### src/rtl/sevenseg_pkg.sv
// Shared definitions for the seven-segment display path: segment encoding,
// the hex decode table and the scan state type.
package sevenseg_pkg;

  // All segments off (active-low)
  localparam logic [6:0] SEG_OFF = 7'h7F;

  // Active-low {g,f,e,d,c,b,a} pattern for each hex digit 0..F
  localparam logic [6:0] SEG_TABLE [16] = '{
    7'b1000000, 7'b1111001, 7'b0100100, 7'b0110000,
    7'b0011001, 7'b0010010, 7'b0000010, 7'b1111000,
    7'b0000000, 7'b0010000, 7'b0001000, 7'b0000011,
    7'b1000110, 7'b0100001, 7'b0000110, 7'b0001110
  };

  typedef enum logic {BLANK, SHOW} scan_state_t;

  function automatic logic [6:0] hex_to_seg(input logic [3:0] hex);
    return SEG_TABLE[hex];
  endfunction

endpackage

### src/rtl/hex7seg_decoder.sv
// Combinational hex nibble to active-low seven-segment pattern.
module hex7seg_decoder (
  input  logic [3:0] hex,
  output logic [6:0] seg
);
  import sevenseg_pkg::*;

  // Table lookup
  always_comb begin
    seg = hex_to_seg(hex);
  end

endmodule

### src/rtl/sevenseg_scanner.sv
// Time-multiplexed driver for a common-anode multi-digit seven-segment
// display. Each digit slot starts with a blanking gap, display contents are
// double-buffered and swapped only at the frame boundary.
module sevenseg_scanner #(
  parameter int unsigned NUM_DIGITS   = 8,
  parameter int unsigned DIGIT_CYCLES = 100000,
  parameter int unsigned BLANK_CYCLES = 200
) (
  input  logic                      clk,
  input  logic                      reset,
  input  logic [4*NUM_DIGITS-1:0]   value,
  input  logic [NUM_DIGITS-1:0]     digit_en,
  input  logic [NUM_DIGITS-1:0]     dp_en,
  input  logic                      load,
  output logic [6:0]                seg,
  output logic                      dp,
  output logic [NUM_DIGITS-1:0]     an,
  output logic                      frame_done
);
  import sevenseg_pkg::*;

  localparam int unsigned CW = $clog2(DIGIT_CYCLES);
  localparam int unsigned IW = (NUM_DIGITS > 1) ? $clog2(NUM_DIGITS) : 1;

  localparam logic [CW-1:0] BLANK_LAST = CW'(BLANK_CYCLES - 1);
  localparam logic [CW-1:0] SLOT_LAST  = CW'(DIGIT_CYCLES - 1);
  localparam logic [CW-1:0] FD_CNT     = CW'(DIGIT_CYCLES - 2);
  localparam logic [IW-1:0] IDX_LAST   = IW'(NUM_DIGITS - 1);

  if (BLANK_CYCLES < 1 || BLANK_CYCLES >= DIGIT_CYCLES) begin : g_bad_blank
    $error("sevenseg_scanner: BLANK_CYCLES must satisfy 1 <= BLANK_CYCLES < DIGIT_CYCLES");
  end

  scan_state_t state_q, state_d;
  logic [CW-1:0] cnt_q, cnt_d;
  logic [IW-1:0] idx_q, idx_d;

  logic [4*NUM_DIGITS-1:0] stg_val, act_val;
  logic [NUM_DIGITS-1:0]   stg_en, act_en, stg_dp, act_dp;
  logic                    pending;

  logic [3:0]            cur_nib;
  logic [6:0]            dec_seg;
  logic [6:0]            seg_d;
  logic                  dp_d;
  logic [NUM_DIGITS-1:0] an_d;
  logic                  fd_d;

  // Scan state, slot counter and digit index registers
  always_ff @(posedge clk or posedge reset) begin
    if (reset) begin
      state_q <= BLANK;
      cnt_q   <= '0;
      idx_q   <= '0;
    end else begin
      state_q <= state_d;
      cnt_q   <= cnt_d;
      idx_q   <= idx_d;
    end
  end

  // Next state: blank gap, then show until slot end, then advance digit
  always_comb begin
    state_d = state_q;
    cnt_d   = cnt_q + 1'b1;
    idx_d   = idx_q;
    case (state_q)
      BLANK: if (cnt_q == BLANK_LAST) state_d = SHOW;
      SHOW: begin
        if (cnt_q == SLOT_LAST) begin
          state_d = BLANK;
          cnt_d   = '0;
          idx_d   = (idx_q == IDX_LAST) ? '0 : idx_q + 1'b1;
        end
      end
      default: state_d = BLANK;
    endcase
  end

  // Staging captures every load; active swaps only on the frame_done cycle,
  // taking the live inputs when a load coincides with the boundary
  always_ff @(posedge clk or posedge reset) begin
    if (reset) begin
      stg_val <= '0;
      stg_en  <= '0;
      stg_dp  <= '0;
      act_val <= '0;
      act_en  <= '0;
      act_dp  <= '0;
      pending <= 1'b0;
    end else begin
      if (load) begin
        stg_val <= value;
        stg_en  <= digit_en;
        stg_dp  <= dp_en;
        pending <= 1'b1;
      end
      if (frame_done && (pending || load)) begin
        act_val <= load ? value    : stg_val;
        act_en  <= load ? digit_en : stg_en;
        act_dp  <= load ? dp_en    : stg_dp;
        pending <= 1'b0;
      end
    end
  end

  assign cur_nib = act_val[{idx_q, 2'b00} +: 4];

  hex7seg_decoder u_dec (
    .hex (cur_nib),
    .seg (dec_seg)
  );

  // Output selection for the current state; disabled digits stay fully dark
  always_comb begin
    an_d  = '1;
    seg_d = SEG_OFF;
    dp_d  = 1'b1;
    fd_d  = (idx_q == IDX_LAST) && (cnt_q == FD_CNT);
    if (state_q == SHOW && act_en[idx_q]) begin
      an_d[idx_q] = 1'b0;
      seg_d       = dec_seg;
      dp_d        = ~act_dp[idx_q];
    end
  end

  // Registered outputs, blanked immediately by reset.
  // frame_done is registered from the cycle before so it lines up with the
  // counter's last cycle of the final digit, which is the swap point.
  always_ff @(posedge clk or posedge reset) begin
    if (reset) begin
      an         <= '1;
      seg        <= SEG_OFF;
      dp         <= 1'b1;
      frame_done <= 1'b0;
    end else begin
      an         <= an_d;
      seg        <= seg_d;
      dp         <= dp_d;
      frame_done <= fd_d;
    end
  end

endmodule

### config.mk
export PLATFORM = sky130hd
export DESIGN_NAME = sevenseg_scanner
export DESIGN_NICKNAME = d
export VERILOG_FILES = /design/src/rtl/sevenseg_pkg.sv /design/src/rtl/hex7seg_decoder.sv /design/src/rtl/sevenseg_scanner.sv
export SDC_FILE = /design/constraint.sdc
export NUM_CORES = 1
export LEC_CHECK = 0
export CAP_MARGIN = 20
export CELL_PAD_IN_SITES_DETAIL_PLACEMENT = 2
export CELL_PAD_IN_SITES_GLOBAL_PLACEMENT = 2
export CORE_UTILIZATION = 39
export CTS_BUF_LIST = sky130_fd_sc_hd__clkbuf_16
export DETAILED_ROUTE_END_ITERATION = 16
export GPL_TIMING_DRIVEN = 0
export PLACE_DENSITY_LB_ADDON = 0.1
export SLEW_MARGIN = 25
export SYNTH_ARGS = -nofsm -noshare
export SYNTH_HDL_FRONTEND = slang
export SYNTH_SLANG_ARGS = --single-unit
### constraint.sdc
create_clock -name clk -period 5.3 [get_ports clk]
set_clock_uncertainty 0.1 [all_clocks]
set_input_delay 1.06 -clock clk [delete_from_list [all_inputs] [get_ports clk]]
set_output_delay 1.06 -clock clk [all_outputs]
set_load 0.02 [all_outputs]
==> flow_summary.yaml <==
routing:
  drtIter0Drc: 195
  firstDrtPassIters: 4
  dr_total_vias: 3804
  drc_errors: 0
  ant_nets: 0
  totalWireLength_mm: 14.92
  via_per_inst: 5.269
  wl_per_cell_um: 20.66
timing:
  period_minus_slack_ns: 2.953
  slew_headroom_pct: 50.50
  tightestPinTransition_ns: 0.7426
  finalCritPeriodShare_pct: 55.73
  holdWs_ns: 0.3923
  final-hold-violation-count: 0
  slew_violations: 0
  fmax_mhz: 338.6
  setup_viol: 0
  rsz0062_at_grt: "false"
die:
  core-area_um2: 14750
  die_w_um: 125.8
  die-area_um2: 15820
  io_pins: 68
  die_y_um: 125.8
  rows: 44
  start_util_pct: 40.49
synth:
  yosys-top-cells-area: "dfrtp_1 50%, mux2_2 18%, dfstp_2 7.0%, mux2i_1 2.2%, ha_1 2.1%"
  synthArstFlopShare_pct: 100.0
  ys_seq_area_share_pct: 56.88
  yosysTopAreaCell: "dfrtp_1"
  syn-num-nets: 501
  synthFlopType: "dfrtp_1"
  synthDistinctLibCells: 54
  synth_top_cell_area_share_pct: 49.84
  syn-cell-area_um2: 5974
  synth_seq_cells: 135
  syn_area_per_cell_um2: 13.58
  syn_inst: 440
  yosys_warnings: 0
  synth_edf_count: 0
worst_setup_path:
  worstPathMaxFanout: 10
  reg2regPathDepth: 9
  crit_chain: "buf_2 > buf_2 > mux4_2 > mux2i_2 > inv_1 > ha_1 > mux2_1 > mux2i_1 > nand2_1"
  crit_required_ns: 5.53
  crit_end: "seg[3]$_DFF_PP1_"
  r2r_slack_ns: 2.35
  end_kind: "flop"
  critPathKind: "reg -> reg"
  path_common_cell: "buf_2"
  crit_start: "idx_q[1]$_DFFE_PP0P_"
  r2r-end: "seg[3]$_DFF_PP1_"
  max_stage_delay_ns: 0.42
  start_kind: "flop"
  slowest_stage: "mux2i_2"
  worstPathArrival_ns: 3.18
  reg2reg_from: "idx_q[1]$_DFFE_PP0P_"
global_routing:
  grt_pass1_vias: 4524
  grt_max_degree: 96
  grt_antenna_before_repair: 0
  grt_pass1_wl_mm: 24.65
  gr-total-overflow: 0
  grt_use_total_pct: 20.88
placed_design:
  numPortBuffers: 66
  placed_area_um2: 6900
  dp_hpwl_mm: 10.15
  gp_congestion: 0.8024
  dp_cells: 691
pwr:
  power.density_nw_per_um2: 314.1
  peakVddDrop_v: 0.0002355
  total_power_mw: 2.346
  leakage_nw: 3.264
final_layout:
  postLayoutCoreUtil_pct: 50.62
  nets: 587
  stdcell_count: 722
  final_cell_mix: "119 x dfrtp_1, 97 x mux2_2, 66 x clkdlybuf4s50_1"
  layout-drive-gt1-share_pct: 30.67
  diodes: 0
  postLayoutCellArea_um2: 7468
  final_common_cell: "dfrtp_1"
  syn2layout_area_growth_pct: 25.01
clocking:
  insertion_delay_ns: 0.42
  cts_sinks: 135
  clock_path_buffers: 2
  cts_made_buffers: 17
  clk_pin_slew_ns: 0.06
  cts_tree: "yes"
  cts_hold_buf: 0
  clockRootBuffer: "clkbuf_16"
  cts.repair.resized: 0
  postCtsSetupBuffers: 0
  cts_max_level: 4
run:
  drv_cap: 0
hold_path:
  min_from: "stg_val[18]$_DFF_PP0_"
  hold_class: "reg -> reg"
outcome:
  status: "finished, final reports clean"
[worst min path at each step]
stage                                  to  depth (start not counted)
floorplan             cnt_q[14]$_DFF_PP0_                          1
global placement      stg_dp[6]$_DFF_PP0_                          1
detailed placement  stg_val[25]$_DFF_PP0_                          1
CTS                 stg_val[18]$_DFF_PP0_                          1
global route        stg_val[15]$_DFF_PP0_                          1
finish              stg_val[18]$_DFF_PP0_                          1
[per-stage QoR]
stage          TNS (ns)  setup slack (ns)
6_report              0             2.347
5_1_grt               0             2.204
4_1_cts               0             2.335
3_5_place_dp          0             2.191
3_3_place_gp    -147.54            -1.251
2_1_floorplan         0            0.5554
[registers in the layout (all words and copies together) (netlist names)]
| register | flops |
|---|---|
| an | 8 |
| act_val | 32 |
| state_q | 1 |
| stg_en | 8 |
| seg | 7 |
| act_dp | 8 |
| act_en | 8 |
| idx_q | 3 |
| cnt_q | 17 |
| dp | 1 |
| pending | 1 |
| frame_done | 1 |
| stg_dp | 8 |
| stg_val | 32 |
[layout make-up]
class,instances,area (um^2)
Fill cell,1419,7286
Inverter,11,48.80
Timing Repair Buffer,67,688.2
Multi-Input combinational cell,272,2415
Clock inverter,14,142.6
Sequential cell,135,3398
Clock buffer,17,425.4
Tap cell,184,230.2
Buffer,22,120.1
[critical path: cells and delay by family (launching register included)]
kind	cells	cell delay, ns
multiplexers	4	1.25
AND/OR/NAND/NOR	1	0.09
adder cells (fa/ha/maj)	1	0.30
flip-flops	1	0.35
buffers and inverters	3	0.78
[metal layers]
metal	GRT usage (%)	vias to the layer above	wire length [um]
met5	0	-	0
li1	-	1740	-
met4	7.300	0	273
met2	37.03	67	7962
met1	25.44	1975	6357
met3	3.993	22	325
[power breakdown]
group / internal, mW / total [mW] / switching, mW
sequential: 1.07 / 1.08 / 0.00966
clock: 0.722 / 1.14 / 0.420
combinational: 0.0686 / 0.125 / 0.0568
[cells by family (layout without fill, tap and decap cells)]
group	Yosys count	in the layout	synth area share (%)
buffers and inverters	33	131	2.701
AOI/OAI and AO/OA	29	29	3.791
xor gates and xnor gates	15	15	2.199
muxes	122	122	23.83
and+or+nand+nor	96	96	8.503
adders and majority gates	10	10	2.094
DFF	135	135	56.88
[synthesized netlist by cell type, types with 2 or more instances]
master	number
nor3b_1	2
nor2_1	24
and3_1	2
xor2_1	6
nor4_1	5
nand2b_1	4
nor2b_1	2
o211ai_1	3
mux2i_1	13
mux2_2	97
dfstp_2	16
mux4_2	5
buf_2	6
nand3_1	12
a21oi_1	3
o211a_1	2
ha_1	10
nand2_1	23
nand4_1	4
nand4bb_1	2
o31ai_1	3
xnor2_1	9
or3_1	2
o21ai_0	4
clkbuf_1	8
dfrtp_1	119
buf_1	3
o221ai_1	4
buf_6	3
and3b_1	2
buf_4	2
nor3_1	4
mux2_1	4
inv_1	11
mux2_4	2
No activity file was read; power rests on OpenSTA's default activity.
